==> src/rtl/balotelli_bus_pkg.sv <==
// rtl/balotelli_bus_pkg.sv - shared types and helpers for the Balotelli data-memory bridge
// Contents:
//   dmem_state_t       bridge FSM states
//   ERR_RDATA_DEFAULT  read data returned to the core when a read times out
//   sel_w()            byte-lane count for a given data width
package balotelli_bus_pkg;

  typedef enum logic [1:0] {
    ST_IDLE     = 2'd0,
    ST_BUS      = 2'd1,
    ST_RESP     = 2'd2,
    ST_WAIT_LOW = 2'd3
  } dmem_state_t;

  localparam logic [31:0] ERR_RDATA_DEFAULT = 32'hDEAD_BEEF;

  function automatic int sel_w(input int data_width);
    return data_width / 8;
  endfunction

endpackage

==> src/rtl/balotelli_dmem_wb_bridge_if.sv <==
// rtl/balotelli_dmem_wb_bridge_if.sv - Wishbone-classic data port between bridge and memory
// Signals (named from the bridge's point of view):
//   wb_cyc_o, wb_stb_o  cycle / strobe
//   wb_we_o             write enable
//   wb_addr_o           address            [ADDR_WIDTH]
//   wb_sel_o            byte select        [DATA_WIDTH/8]
//   wb_dat_o            write data         [DATA_WIDTH]
//   wb_dat_i            read data          [DATA_WIDTH]
//   wb_ack_i            acknowledge
// Modports: master (bridge), slave (memory side / bench responder).
interface balotelli_dmem_wb_bridge_if
  import balotelli_bus_pkg::*;
#(
  parameter int ADDR_WIDTH = 32,
  parameter int DATA_WIDTH = 32
) ();

  localparam int SEL_W = sel_w(DATA_WIDTH);

  logic                  wb_cyc_o;
  logic                  wb_stb_o;
  logic                  wb_we_o;
  logic [ADDR_WIDTH-1:0] wb_addr_o;
  logic [SEL_W-1:0]      wb_sel_o;
  logic [DATA_WIDTH-1:0] wb_dat_o;
  logic [DATA_WIDTH-1:0] wb_dat_i;
  logic                  wb_ack_i;

  modport master (
    output wb_cyc_o, wb_stb_o, wb_we_o, wb_addr_o, wb_sel_o, wb_dat_o,
    input  wb_dat_i, wb_ack_i
  );

  modport slave (
    input  wb_cyc_o, wb_stb_o, wb_we_o, wb_addr_o, wb_sel_o, wb_dat_o,
    output wb_dat_i, wb_ack_i
  );

endinterface

==> src/rtl/bus_timeout_counter.sv <==
// rtl/bus_timeout_counter.sv - counts stalled bus cycles and flags the final allowed one
// Ports:
//   clk, rst_n  clock, asynchronous active-low reset
//   en          count this cycle (strobe high, no ack)
//   clr         restart from zero (transaction start)
//   expired     this is cycle TIMEOUT_CYCLES of the stall; abort at the coming edge
// TIMEOUT_CYCLES = 0 disables expiry.
module bus_timeout_counter #(
  parameter int TIMEOUT_CYCLES = 1023
) (
  input  logic clk,
  input  logic rst_n,
  input  logic en,
  input  logic clr,
  output logic expired
);

  localparam int CW = (TIMEOUT_CYCLES > 0) ? $clog2(TIMEOUT_CYCLES + 1) : 1;
  // count_q holds the number of stalled cycles already completed, so the
  // cycle in which it equals TIMEOUT_CYCLES-1 is the last one allowed.
  localparam logic [CW-1:0] LAST = CW'((TIMEOUT_CYCLES > 0) ? TIMEOUT_CYCLES - 1 : 0);

  logic [CW-1:0] count_q;

  always_ff @(posedge clk or negedge rst_n) begin
    if (!rst_n) begin
      count_q <= '0;
    end else if (clr) begin
      count_q <= '0;
    end else if (en) begin
      count_q <= count_q + CW'(1);
    end
  end

  assign expired = (TIMEOUT_CYCLES > 0) && (count_q == LAST);

endmodule

==> src/rtl/balotelli_dmem_wb_bridge.sv <==
// rtl/balotelli_dmem_wb_bridge.sv - Balotelli core data port to registered Wishbone-classic master
// Ports:
//   clk, rst_n      clock, asynchronous active-low reset
//   bus_request_i   level request from the core, held until the completion pulse
//   raddr_i/waddr_i read / write address
//   wdata_i         write data
//   wmask_i         byte write mask; nonzero = write, zero = read
//   rdata_o         read data, held until the next read completes
//   read_ready_o    one-cycle read completion pulse
//   write_over_o    one-cycle write completion pulse
//   err_o           sticky timeout flag, cleared by err_clr_i (a new timeout wins)
//   err_clr_i       synchronous clear of err_o
//   wb              Wishbone master port (balotelli_dmem_wb_bridge_if.master)
module balotelli_dmem_wb_bridge
  import balotelli_bus_pkg::*;
#(
  parameter int                    ADDR_WIDTH     = 32,
  parameter int                    DATA_WIDTH     = 32,
  parameter int                    TIMEOUT_CYCLES = 1023,
  parameter logic [DATA_WIDTH-1:0] ERR_RDATA      = DATA_WIDTH'(ERR_RDATA_DEFAULT)
) (
  input  logic                           clk,
  input  logic                           rst_n,
  input  logic                           bus_request_i,
  input  logic [ADDR_WIDTH-1:0]          raddr_i,
  input  logic [ADDR_WIDTH-1:0]          waddr_i,
  input  logic [DATA_WIDTH-1:0]          wdata_i,
  input  logic [sel_w(DATA_WIDTH)-1:0]   wmask_i,
  output logic [DATA_WIDTH-1:0]          rdata_o,
  output logic                           read_ready_o,
  output logic                           write_over_o,
  output logic                           err_o,
  input  logic                           err_clr_i,
  balotelli_dmem_wb_bridge_if.master     wb
);

  localparam int SEL_W = sel_w(DATA_WIDTH);

  dmem_state_t           state_q, state_d;
  logic                  we_q;
  logic [ADDR_WIDTH-1:0] addr_q;
  logic [SEL_W-1:0]      sel_q;
  logic [DATA_WIDTH-1:0] wdata_q;
  logic [DATA_WIDTH-1:0] rdata_q;
  logic                  cyc_q;
  logic                  err_q;
  logic                  rearm_q;

  logic start;
  logic in_bus;
  logic done_ack;
  logic done_to;
  logic expired;
  logic is_write;

  assign is_write = |wmask_i;
  // rearm_q is cleared when a transaction starts and set again only once the
  // core has dropped its request, so a held level can never start a second one.
  assign start    = (state_q == ST_IDLE) && bus_request_i && rearm_q;
  assign in_bus   = (state_q == ST_BUS);
  // Ack has priority over an expiring timeout in the same cycle.
  assign done_ack = in_bus && wb.wb_ack_i;
  assign done_to  = in_bus && !wb.wb_ack_i && expired;

  bus_timeout_counter #(
    .TIMEOUT_CYCLES (TIMEOUT_CYCLES)
  ) u_timeout (
    .clk     (clk),
    .rst_n   (rst_n),
    .en      (in_bus && !wb.wb_ack_i),
    .clr     (start),
    .expired (expired)
  );

  always_ff @(posedge clk or negedge rst_n) begin
    if (!rst_n) begin
      state_q <= ST_IDLE;
    end else begin
      state_q <= state_d;
    end
  end

  always_comb begin
    state_d = state_q;
    case (state_q)
      ST_IDLE:     if (start) state_d = ST_BUS;
      ST_BUS:      if (done_ack || done_to) state_d = ST_RESP;
      ST_RESP:     state_d = ST_WAIT_LOW;
      ST_WAIT_LOW: if (!bus_request_i) state_d = ST_IDLE;
      default:     state_d = ST_IDLE;
    endcase
  end

  always_comb begin
    read_ready_o = 1'b0;
    write_over_o = 1'b0;
    if (state_q == ST_RESP) begin
      read_ready_o = !we_q;
      write_over_o = we_q;
    end
  end

  // Request latch, Wishbone strobe and response registers. cyc_q mirrors the
  // BUS state but is its own flop so the bus pins never see decode logic.
  always_ff @(posedge clk or negedge rst_n) begin
    if (!rst_n) begin
      we_q    <= 1'b0;
      addr_q  <= '0;
      sel_q   <= '0;
      wdata_q <= '0;
      rdata_q <= '0;
      cyc_q   <= 1'b0;
      err_q   <= 1'b0;
      rearm_q <= 1'b1;
    end else begin
      if (start) begin
        we_q    <= is_write;
        addr_q  <= is_write ? waddr_i : raddr_i;
        sel_q   <= is_write ? wmask_i : '1;
        wdata_q <= wdata_i;
        cyc_q   <= 1'b1;
      end else if (done_ack || done_to) begin
        cyc_q   <= 1'b0;
      end

      if (done_ack && !we_q) begin
        rdata_q <= wb.wb_dat_i;
      end else if (done_to && !we_q) begin
        rdata_q <= ERR_RDATA;
      end

      if (done_to) begin
        err_q <= 1'b1;
      end else if (err_clr_i) begin
        err_q <= 1'b0;
      end

      if (start) begin
        rearm_q <= 1'b0;
      end else if (!bus_request_i) begin
        rearm_q <= 1'b1;
      end
    end
  end

  assign wb.wb_cyc_o  = cyc_q;
  assign wb.wb_stb_o  = cyc_q;
  assign wb.wb_we_o   = we_q;
  assign wb.wb_addr_o = addr_q;
  assign wb.wb_sel_o  = sel_q;
  assign wb.wb_dat_o  = wdata_q;
  assign rdata_o      = rdata_q;
  assign err_o        = err_q;

endmodule

==> src/flat_wrapper.sv <==
// flat-port wrapper written by rule: the top's interface ports become plain ports
module balotelli_dmem_wb_bridge_flat import balotelli_bus_pkg::*;
#(
  parameter int                    ADDR_WIDTH     = 32,
  parameter int                    DATA_WIDTH     = 32,
  parameter int                    TIMEOUT_CYCLES = 1023,
  parameter logic [DATA_WIDTH-1:0] ERR_RDATA      = DATA_WIDTH'(ERR_RDATA_DEFAULT)
)
  (clk, rst_n, bus_request_i, raddr_i, waddr_i, wdata_i, wmask_i, rdata_o, read_ready_o, write_over_o, err_o, err_clr_i, wb_wb_cyc_o, wb_wb_stb_o, wb_wb_we_o, wb_wb_addr_o, wb_wb_sel_o, wb_wb_dat_o, wb_wb_dat_i, wb_wb_ack_i);
  balotelli_dmem_wb_bridge_if #(.ADDR_WIDTH(ADDR_WIDTH), .DATA_WIDTH(DATA_WIDTH)) wb_i ();
  input  logic clk;
  input  logic rst_n;
  input  logic bus_request_i;
  input  logic [ADDR_WIDTH-1:0] raddr_i;
  input  logic [ADDR_WIDTH-1:0] waddr_i;
  input  logic [DATA_WIDTH-1:0] wdata_i;
  input  logic [sel_w(DATA_WIDTH)-1:0] wmask_i;
  output logic [DATA_WIDTH-1:0] rdata_o;
  output logic read_ready_o;
  output logic write_over_o;
  output logic err_o;
  input  logic err_clr_i;
  output wire logic [$bits(wb_i.wb_cyc_o)-1:0] wb_wb_cyc_o;
  output wire logic [$bits(wb_i.wb_stb_o)-1:0] wb_wb_stb_o;
  output wire logic [$bits(wb_i.wb_we_o)-1:0] wb_wb_we_o;
  output wire logic [$bits(wb_i.wb_addr_o)-1:0] wb_wb_addr_o;
  output wire logic [$bits(wb_i.wb_sel_o)-1:0] wb_wb_sel_o;
  output wire logic [$bits(wb_i.wb_dat_o)-1:0] wb_wb_dat_o;
  input wire logic [$bits(wb_i.wb_dat_i)-1:0] wb_wb_dat_i;
  input wire logic [$bits(wb_i.wb_ack_i)-1:0] wb_wb_ack_i;
  assign wb_wb_cyc_o = wb_i.wb_cyc_o;
  assign wb_wb_stb_o = wb_i.wb_stb_o;
  assign wb_wb_we_o = wb_i.wb_we_o;
  assign wb_wb_addr_o = wb_i.wb_addr_o;
  assign wb_wb_sel_o = wb_i.wb_sel_o;
  assign wb_wb_dat_o = wb_i.wb_dat_o;
  assign wb_i.wb_dat_i = wb_wb_dat_i;
  assign wb_i.wb_ack_i = wb_wb_ack_i;
  balotelli_dmem_wb_bridge #(.ADDR_WIDTH(ADDR_WIDTH), .DATA_WIDTH(DATA_WIDTH), .TIMEOUT_CYCLES(TIMEOUT_CYCLES), .ERR_RDATA(ERR_RDATA)) u_core (.clk(clk), .rst_n(rst_n), .bus_request_i(bus_request_i), .raddr_i(raddr_i), .waddr_i(waddr_i), .wdata_i(wdata_i), .wmask_i(wmask_i), .rdata_o(rdata_o), .read_ready_o(read_ready_o), .write_over_o(write_over_o), .err_o(err_o), .err_clr_i(err_clr_i), .wb(wb_i));
endmodule
==> config.mk <==
export PLATFORM = sky130hd
export DESIGN_NAME = balotelli_dmem_wb_bridge_flat
export DESIGN_NICKNAME = d
export VERILOG_FILES = /design/src/rtl/balotelli_bus_pkg.sv /design/src/rtl/balotelli_dmem_wb_bridge_if.sv /design/src/rtl/bus_timeout_counter.sv /design/src/rtl/balotelli_dmem_wb_bridge.sv /design/src/flat_wrapper.sv
export SDC_FILE = /design/constraint.sdc
export NUM_CORES = 1
export LEC_CHECK = 0
export BUFFER_PORTS_ARGS = -buffer_cell sky130_fd_sc_hd__buf_2
export CORE_ASPECT_RATIO = 1.5
export CORE_MARGIN = 2
export CORE_UTILIZATION = 49
export CTS_CLUSTER_DIAMETER = 60
export DETAILED_ROUTE_END_ITERATION = 10
export GPL_ROUTABILITY_DRIVEN = 0
export PLACE_DENSITY_LB_ADDON = 0.08
export SLEW_MARGIN = 20
export SYNTH_ARGS = -nofsm -noshare
export SYNTH_HDL_FRONTEND = slang
export SYNTH_SLANG_ARGS = --single-unit
==> constraint.sdc <==
create_clock -name clk -period 2.9 [get_ports clk]
set_clock_uncertainty 0.2 [all_clocks]
set_input_delay 0.58 -clock clk [delete_from_list [all_inputs] [get_ports clk]]
set_output_delay 0.58 -clock clk [all_outputs]
set_load 0.03 [all_outputs]
==> results.py, run 1 <==
metrics = {
    "global_route": {
        "grt_max_degree": 67,
        "overflow": 0,
        "grt_usage_pct": 23.1,
        "grt_pass1_wl_um": 19400,
        "antenna_found_initial": 0,
        "grt_pass1_vias": 4257,
    },
    "min_path": {
        "min-delay-start": "wdata_i[12]",
        "hold_path_class": "input pin to flip-flop",
        "hold-path-endpoint": "u_core.wb.wb_dat_o[12]$_DFFE_PN0N_",
        "hold_path_depth": 3,
    },
    "worst_setup_path": {
        "rr_worst_depth": 6,
        "cp_max_fo": 4,
        "crit_type": "flip-flop to output port",
        "r2r-start": "u_core.state_q[0]$_DFFE_PN0P_",
        "r2r_setup_slack_ns": 0.64,
        "setup.worst_path.start_class": "flip-flop",
        "critical_path.endpoint_type": "output port",
        "crit_arrival_ns": 1.48,
        "r2r_end": "u_core.wb.wb_sel_o[0]$_DFFE_PN0N_",
        "worstPathRequired_ns": 2.12,
    },
    "power": {
        "switching_share_pct": 42.1,
        "p_clk_share_pct": 23.9,
        "combPwrFrac_pct": 42.5,
        "vdd_drop_max_mv": 0.759,
        "p_seq_share_pct": 33.6,
        "powerDensity_nw_per_um2": 1210,
        "p_leak_nw": 3.54,
        "p_int_w": 0.00470,
        "p_sw_w": 0.00342,
    },
    "clock_tree": {
        "clock_latency_ns": 0.40,
        "cts_inserted_buffers": 17,
        "cts_resized": 0,
        "clockRootBuffer": "clkbuf_16",
        "post_cts_buffers": 0,
        "clkSlewWorstSetupHoldPaths_ns": 0.05,
        "clockBufferDepth": 2,
        "cts_sinks": 116,
        "h-tree-depth": 4,
        "cts_tree": "built",
    },
    "yosys": {
        "ys.warnings.count": 0,
        "synthTopCellsByCount": "nand2_1 (138), dfrtp_1 (115), mux2i_1 (33)",
        "syn_nets": 583,
        "synth_cell_types": 39,
        "ys.flop_type": "dfrtp_1",
        "synth_top_area_share_pct": 60.2,
        "avgSynthCellArea_um2": 10.9,
        "synth_seq_cells": 116,
        "syn-cell-area_um2": 4780,
        "ys_seq_area_share_pct": 60.7,
        "synth_edf_count": 0,
        "postSynthCellCount": 439,
        "synth.most_common_cell": "nand2_1",
        "synth_area_leaders": "dfrtp_1 (60%), nand2_1 (11%), mux2i_1 (6.9%), o22a_1 (5.1%), o21ai_1 (3.1%)",
        "yosys.area.top_type": "dfrtp_1",
        "ys_async_sr_fraction_pct": 100,
    },
    "status": {
        "status": "finished clean",
    },
    "placement": {
        "post-dp-hpwl_um": 8590,
        "portBuffers": 242,
        "dp_slack_ns": 0.697,
    },
    "floorplanning": {
        "die_h_um": 125,
        "die_x_um": 84.7,
        "dieArea_um2": 10600,
        "start_util_pct": 49.9,
        "std_cell_rows": 44,
        "core_um2": 9580,
        "ios": 243,
    },
    "routing": {
        "route.vias.total": 4144,
        "first_pass_iters": 4,
        "via_per_inst": 5.10,
        "drt_first_iter_violations": 130,
        "wirelength_um": 11800,
        "drcViolationCount": 0,
        "ant_nets": 0,
        "routedWlPerCell_um": 14.5,
    },
    "layout": {
        "area_delta_synth_final_pct": 40.5,
        "fill_cells": 765,
        "drive_gt1_share_pct": 40.8,
        "antenna_cells": 0,
        "final_nets": 831,
    },
    "sta": {
        "maxSlewHeadroom_pct": 63.7,
        "finalSetupViolCount": 0,
        "period_share_pct": 77.8,
        "holdWs_ns": 0.167,
        "min_period_ns": 2.26,
        "hold_viol_final": 0,
        "final_max_slew_viol_count": 0,
        "worst_pin_slew_ns": 0.544,
        "fin_setup_tns_ns": 0,
        "max_freq_mhz": 443,
        "rsz0062_at_grt": "false",
        "fin_ws_ns": 0.643,
    },
    "job": {
        "drv_cap": 0,
    },
}
## metal layers
metal	share of wire (%)	GRT usage, %	routed length, µm	up-vias
met5	0	0	0	-
met2	51	39.9	6070	176
li1	-	-	-	1991
met4	3.2	10.5	379	0
met1	38	25.6	4460	1942
met3	7.7	7.72	912	35
## kinds of logic (layout without fill, tap and decap cells)
group	Yosys count	after routing	synth area share [%]
xor+xnor	7	7	1.28
buf+inv	30	289	2.75
flops	116	116	60.7
compound gates	76	76	11.1
simple gates	169	169	15.1
mux	34	34	7.14
fa+ha+maj	7	7	1.83
## stage by stage
| stage | cell area [µm²] | total power, W | instances | util [%] |
|---|---|---|---|---|
| floorplan | 4780 | 0.00507 | 439 | - |
| global placement | 6140 | 0.00612 | 782 | 64.1 |
| detailed placement | 6140 | 0.00622 | 782 | 64.1 |
| CTS | 6720 | 0.00822 | 813 | 70.1 |
| global route | 6720 | 0.00860 | 813 | 70.1 |
| finish | 6720 | 0.00812 | 813 | 70.1 |
## worst max-delay path, cell delays in order, from the launching register on
cell and delay, ns:
dfrtp_1 0.40, inv_1 0.13, ha_1 0.21, nor2b_1 0.14, buf_2 0.20
## what timing repair did
| action | CTS | global route |
|---|---|---|
| hold endpoints to repair | 9 | 0 |
| endpoints found under the setup margin | 0 | 0 |
| hold buffers | 1 | 0 |
## placed cells by master (no fill, tap or decap), drive strengths merged, types with 2 or more instances in the layout
| cell type | instances |
|---|---|
| a22o | 8 |
| and2 | 2 |
| and4 | 2 |
| buf | 252 |
| clkbuf | 26 |
| clkinv | 3 |
| dfrtp | 115 |
| ha | 7 |
| inv | 6 |
| mux2i | 33 |
| nand2 | 138 |
| nand3 | 4 |
| nand4 | 2 |
| nor2 | 9 |
| nor2b | 2 |
| o211ai | 2 |
| o21ai | 34 |
| o22a | 28 |
| or4 | 2 |
| xor2 | 6 |
## flip-flops by register name, indices dropped and copies added (netlist names)
name,count
u_core.wb.wb_cyc_o,1
u_core.wb.wb_addr_o,32
u_core.rearm_q,1
u_core.wb.wb_dat_o,32
u_core.wb.wb_sel_o,4
u_core.state_q,2
u_core.rdata_o,32
u_core.u_timeout.count_q,10
u_core.wb.wb_we_o,1
u_core.err_o,1
## power groups by stage
stage	registers [W]	logic, W	clock network, W
2_1_floorplan	0.00404	0.00102	0
3_3_place_gp	0.00271	0.00341	0
3_5_place_dp	0.00274	0.00348	0
4_1_cts	0.00273	0.00349	0.00199
5_1_grt	0.00282	0.00372	0.00206
6_report	0.00272	0.00345	0.00194
## final cells by class
type	count	area, µm²	area share (%)
Tap cell	115	144	2.14
Clock buffer	26	519	7.73
Inverter	6	22.5	0.335
Clock inverter	4	45.0	0.670
Timing Repair Buffer	253	1320	19.7
Multi-Input combinational cell	293	1760	26.2
Sequential cell	116	2900	43.2
## worst max-delay path by stage
stage	startpoint	end	slack [ns]	cells past startpoint
floorplan	u_core.state_q[1]$_DFFE_PN0P_	u_core.state_q[1]$_DFFE_PN0P_	0.98	5
global placement	wmask_i[2]	u_core.wb.wb_addr_o[24]$_DFFE_PN0N_	0.76	5
detailed placement	wmask_i[2]	u_core.wb.wb_addr_o[23]$_DFFE_PN0N_	0.70	5
CTS	u_core.state_q[0]$_DFFE_PN0P_	read_ready_o	0.61	4
global route	u_core.state_q[0]$_DFFE_PN0P_	u_core.wb.wb_sel_o[0]$_DFFE_PN0N_	0.50	6
finish	u_core.state_q[0]$_DFFE_PN0P_	read_ready_o	0.64	4
Power figures use the tool's default switching activity.
==> run 2, diff against run 1 <==
--- a/config.mk
+++ b/config.mk
@@ -5,10 +5,11 @@
 export SDC_FILE = /design/constraint.sdc
 export NUM_CORES = 1
 export LEC_CHECK = 0
+export ABC_AREA = 1
 export BUFFER_PORTS_ARGS = -buffer_cell sky130_fd_sc_hd__buf_2
 export CORE_ASPECT_RATIO = 1.5
 export CORE_MARGIN = 2
-export CORE_UTILIZATION = 49
+export CORE_UTILIZATION = 46
 export CTS_CLUSTER_DIAMETER = 60
 export DETAILED_ROUTE_END_ITERATION = 10
 export GPL_ROUTABILITY_DRIVEN = 0
==> constraint.sdc (replaced) <==
create_clock -name clk -period 2.3 [get_ports clk]
set_clock_uncertainty 0.2 [all_clocks]
set_input_delay 0.46 -clock clk [delete_from_list [all_inputs] [get_ports clk]]
set_output_delay 0.46 -clock clk [all_outputs]
set_load 0.03 [all_outputs]
==> results.py, run 2 <==
metrics = {
    "status": {
        "status": "finished clean",
    },
    "sta": {
        "maxSlewHeadroom_pct": 64.9,
        "worst_pin_slew_ns": 0.526,
        "period_share_pct": 94.7,
        "rsz0062_at_grt": "false",
        "fin_setup_tns_ns": 0,
        "holdWs_ns": 0.0466,
        "min_period_ns": 2.18,
        "final_max_slew_viol_count": 0,
        "hold_viol_final": 0,
        "fin_ws_ns": 0.121,
        "finalSetupViolCount": 0,
        "max_freq_mhz": 459,
    },
    "placement": {
        "post-dp-hpwl_um": 10300,
        "portBuffers": 242,
        "dp_slack_ns": 0.403,
    },
    "power": {
        "vdd_drop_max_mv": 0.849,
        "powerDensity_nw_per_um2": 1520,
        "p_leak_nw": 3.75,
        "totalPowerFinal_w": 0.0107,
    },
    "clock_tree": {
        "cts_hold_buf": 1,
        "post_cts_buffers": 0,
        "cts_inserted_buffers": 17,
        "clockRootBuffer": "clkbuf_16",
        "clock_latency_ns": 0.40,
        "clockBufferDepth": 2,
        "cts_resized": 0,
        "cts_sinks": 116,
        "clkSlewWorstSetupHoldPaths_ns": 0.05,
        "cts_tree": "built",
        "h-tree-depth": 4,
    },
    "job": {
        "drv_cap": 0,
    },
    "floorplanning": {
        "core_um2": 10600,
        "die_h_um": 132,
        "start_util_pct": 47.5,
        "ios": 243,
        "std_cell_rows": 46,
        "die_x_um": 89.6,
        "dieArea_um2": 11900,
    },
    "worst_setup_path": {
        "crit_arrival_ns": 1.52,
        "critical_path.endpoint_type": "output port",
        "cp_max_fo": 4,
        "setup.worst_path.start_class": "flip-flop",
        "worstPathRequired_ns": 1.64,
        "crit_type": "flip-flop to output port",
    },
    "layout": {
        "utilization_pct": 66.1,
        "fill_cells": 946,
        "drive_gt1_share_pct": 38.8,
        "regArea_um2": 2900,
        "multi_input_area_um2": 1830,
        "layout_commonest_cell": "buf_2",
        "area_delta_synth_final_pct": 39.0,
        "layout.cells.most_common_list": "buf_2 (241), nand2_1 (144), dfrtp_1 (115), a21oi_1 (57), inv_1 (43)",
        "final_nets": 931,
    },
    "yosys": {
        "synth_edf_count": 0,
        "synth.most_common_cell": "nand2_1",
        "syn-cell-area_um2": 5060,
        "synthTopCellsByCount": "nand2_1 (144), dfrtp_1 (115), a21oi_1 (57)",
        "synth_top_area_share_pct": 56.9,
        "synth_seq_cells": 116,
        "yosys.area.top_type": "dfrtp_1",
        "postSynthCellCount": 543,
        "ys_seq_area_share_pct": 57.4,
        "synth_area_leaders": "dfrtp_1 (57%), nand2_1 (11%), a21oi_1 (5.6%), a2bb2oi_1 (5.5%), nand3_1 (4.2%)",
        "ys_async_sr_fraction_pct": 100,
        "synth_cell_types": 30,
        "avgSynthCellArea_um2": 9.32,
        "syn_nets": 687,
        "ys.flop_type": "dfrtp_1",
        "ys.warnings.count": 0,
    },
    "global_route": {
        "grt_usage_pct": 24.3,
        "grt_pass1_vias": 4668,
        "overflow": 0,
        "grt_pass1_wl_um": 22400,
        "antenna_found_initial": 1,
        "grt_max_degree": 46,
    },
    "routing": {
        "route.vias.total": 4731,
        "first_pass_iters": 5,
        "drcViolationCount": 0,
        "ant_nets": 0,
        "via_per_inst": 5.01,
        "routedWlPerCell_um": 14.9,
        "wirelength_um": 14100,
        "drt_first_iter_violations": 309,
    },
    "min_path": {
        "hold_path_class": "input pin to flip-flop",
    },
}
run 2: path summary, 6_finish.rpt:
path | from | end | slack (ns) | depth (start not counted)
max in group asynchronous | rst_n | u_core.wb.wb_dat_o[28]$_DFFE_PN0N_ | 0.87 | 3
worst max register to register | u_core.state_q[0]$_DFFE_PN0P_ | u_core.u_timeout.count_q[1]$_DFFE_PN0P_ | 0.38 | 8
worst min-delay path | wdata_i[20] | u_core.wb.wb_dat_o[20]$_DFFE_PN0N_ | 0.05 | 3
min in group asynchronous | rst_n | u_core.rdata_o[1]$_DFFE_PN0P_ | 0.38 | 2
worst min register to register | u_core.rdata_o[4]$_DFFE_PN0P_ | u_core.rdata_o[4]$_DFFE_PN0P_ | 0.27 | 2
worst max-delay path | u_core.state_q[0]$_DFFE_PN0P_ | read_ready_o | 0.12 | 5
run 2: cells by family (layout without fill, tap and decap cells):
group	count (synthesis)	after routing	share of synthesized area [%]
simple gates	235	235	20.3
flops	116	116	57.4
compound gates	109	109	14.1
buf+inv	76	333	6.53
fa+ha+maj	7	7	1.73
other cells	0	1	0
run 2: layer usage:
metal | routed length, µm | vias up | track usage [%]
met4 | 329 | 0 | 10.2
met1 | 5490 | 2212 | 30.8
met2 | 7150 | 219 | 38.5
met3 | 1120 | 25 | 6.74
met5 | 0 | - | 0
li1 | - | 2275 | -
run 2: critical path, cell delays in order, from the launching register on:
cell and delay [ns]:
dfrtp_1 0.41, inv_1 0.12, ha_1 0.25, inv_1 0.06, nor2_1 0.08, buf_2 0.20
run 2: where the power goes:
group | switching (W) | internal, W
registers | 0.000505 | 0.00294
logic | 0.00317 | 0.00147
clock network | 0.000885 | 0.00174
run 2: layout make-up:
type | instances | share of cell area, %
antenna | 1 | 0.0356
inverter | 46 | 2.45
sequential | 116 | 41.3
clock buffer | 21 | 6.55
tap | 144 | 2.56
clock inverter | 11 | 1.89
timing repair buffer | 255 | 19.2
multi-input combinational | 351 | 26.0
run 2: metrics by stage:
| stage | instance area (µm²) | instances |
|---|---|---|
| after CTS | 7030 | 944 |
| after global routing | 7030 | 945 |
| after detailed placement | 6430 | 911 |
| after global placement | 6430 | 911 |
| after floorplan | 5060 | 543 |
| final | 7030 | 945 |
==> run 3, diff against run 2 <==
==> constraint.sdc (replaced) <==
create_clock -name clk -period 2.3 [get_ports clk]
set_clock_uncertainty 0.2 [all_clocks]
set_input_delay 0.46 -clock clk [delete_from_list [all_inputs] [get_ports clk]]
set_output_delay 0.46 -clock clk [all_outputs]
set_load 0.05 [all_outputs]
==> results.py, run 3 (synthesis gave the netlist of run 2 again) <==
metrics = {
    "routing": {
        "via_per_inst": 4.99,
        "ant_nets": 0,
        "first_pass_iters": 4,
        "drcViolationCount": 0,
        "route.vias.total": 4716,
        "wirelength_um": 14400,
        "drt_first_iter_violations": 282,
        "routedWlPerCell_um": 15.2,
    },
    "layout": {
        "multi_input_area_um2": 1830,
        "design_area_um2": 7030,
        "layout.cells.most_common_list": "buf_2 (239), nand2_1 (144), dfrtp_1 (115), a21oi_1 (57), inv_1 (43)",
        "regArea_um2": 2900,
        "area_delta_synth_final_pct": 39.0,
        "drive_gt1_share_pct": 39.1,
        "layout_commonest_cell": "buf_2",
        "fill_cells": 898,
        "final_nets": 931,
    },
    "placement": {
        "post-dp-hpwl_um": 10200,
        "dp_slack_ns": 0.383,
        "placed_cell_area_um2": 6430,
        "portBuffers": 242,
    },
    "power": {
        "p_leak_nw": 3.72,
        "powerDensity_nw_per_um2": 1700,
        "vdd_drop_max_mv": 0.894,
    },
    "sta": {
        "maxSlewHeadroom_pct": 65.0,
        "worst_pin_slew_ns": 0.525,
        "fin_setup_tns_ns": 0,
        "max_freq_mhz": 458,
        "final_max_slew_viol_count": 0,
        "fin_ws_ns": 0.119,
        "hold_viol_final": 0,
        "rsz0062_at_grt": "false",
        "finalSetupViolCount": 0,
        "min_period_ns": 2.18,
        "period_share_pct": 94.8,
    },
    "clock_tree": {
        "cts_inserted_buffers": 17,
        "clkSlewWorstSetupHoldPaths_ns": 0.06,
        "clockRootBuffer": "clkbuf_16",
        "cts_tree": "built",
        "cts_sinks": 116,
        "clockBufferDepth": 2,
        "clock_latency_ns": 0.41,
        "h-tree-depth": 4,
        "post_cts_buffers": 0,
    },
    "worst_setup_path": {
        "critical_path.endpoint_type": "output port",
        "setup.worst_path.start_class": "flip-flop",
        "crit_arrival_ns": 1.52,
        "worstPathRequired_ns": 1.64,
        "cp_max_fo": 4,
        "crit_type": "flip-flop to output port",
    },
    "status": {
        "status": "finished clean",
    },
    "global_route": {
        "grt_pass1_vias": 4683,
        "antenna_found_initial": 1,
        "grt_usage_pct": 24.6,
        "grt_max_degree": 46,
        "grt_pass1_wl_um": 22500,
        "overflow": 0,
    },
    "floorplanning": {
        "dieArea_um2": 11900,
        "die_h_um": 132,
        "ios": 243,
        "start_util_pct": 47.5,
        "std_cell_rows": 46,
        "die_x_um": 89.6,
        "core_um2": 10600,
    },
    "min_path": {
        "hold_path_class": "input pin to flip-flop",
    },
    "job": {
        "drv_cap": 0,
    },
}
==> run 3: per-layer routing <==
metal  vias to the layer above  track usage (%)  wire [µm]
li1                       2273                -          -
met1                      2199             30.5       5760
met2                       204             38.7       7040
met3                        40             6.86       1030
met4                         0             12.4        552
met5                         -                0          0
==> run 3: through the flow <==
step | hold slack, ns | utilization, % | power (W) | instances
6_report | 0.0338 | 66.1 | 0.0120 | 945
5_1_grt | 0.0326 | 66.1 | 0.0126 | 945
4_1_cts | 0.0234 | 66.0 | 0.0121 | 944
3_5_place_dp | 0.255 | 60.4 | 0.00945 | 911
3_3_place_gp | 0.251 | 60.4 | 0.00933 | 911
2_1_floorplan | -0.0356 | - | 0.00793 | 543
==> run 3: power breakdown <==
group          internal [W]  total, W  leakage (nW)  switching [W]
clock               0.00160   0.00256         0.268       0.000968
sequential          0.00294   0.00345          1.36       0.000510
combinational       0.00148   0.00597          2.09        0.00449
==> run 3: final timing paths <==
path	start	to	slack, ns	cells after the start
worst max register to register	u_core.state_q[0]$_DFFE_PN0P_	u_core.wb.wb_sel_o[0]$_DFFE_PN0N_	0.37	6
worst max-delay path	u_core.state_q[0]$_DFFE_PN0P_	write_over_o	0.12	5
min in group asynchronous	rst_n	u_core.rdata_o[27]$_DFFE_PN0P_	0.37	2
max in group asynchronous	rst_n	u_core.wb.wb_addr_o[31]$_DFFE_PN0N_	0.88	3
worst min register to register	u_core.wb.wb_dat_o[13]$_DFFE_PN0N_	u_core.wb.wb_dat_o[13]$_DFFE_PN0N_	0.27	2
worst min-delay path	wdata_i[20]	u_core.wb.wb_dat_o[20]$_DFFE_PN0N_	0.03	3
==> run 3: worst max-delay path, stage by stage, from the launching register on <==
cell      delay [ns]
dfrtp_1         0.41
inv_1           0.12
ha_2            0.24
nand2_1         0.06
inv_1           0.06
clkbuf_4        0.22
==> run 3: final cells by class <==
type / count / share of cell area (%)
repair buffers: 255 / 19.3
clock inverters: 15 / 2.26
flip-flops and latches: 116 / 41.3
clock buffers: 17 / 6.05
multi-input cells: 351 / 26.1
diodes: 1 / 0.0356
well taps: 144 / 2.56
inverters: 46 / 2.46
==> run 3: what timing repair did <==
| item | CTS | global route |
|---|---|---|
| endpoints found under the hold margin | 34 | 0 |
| hold buffers | 1 | 0 |
| resized for setup | 0 | 4 |
| setup endpoints to repair | 0 | 2 |
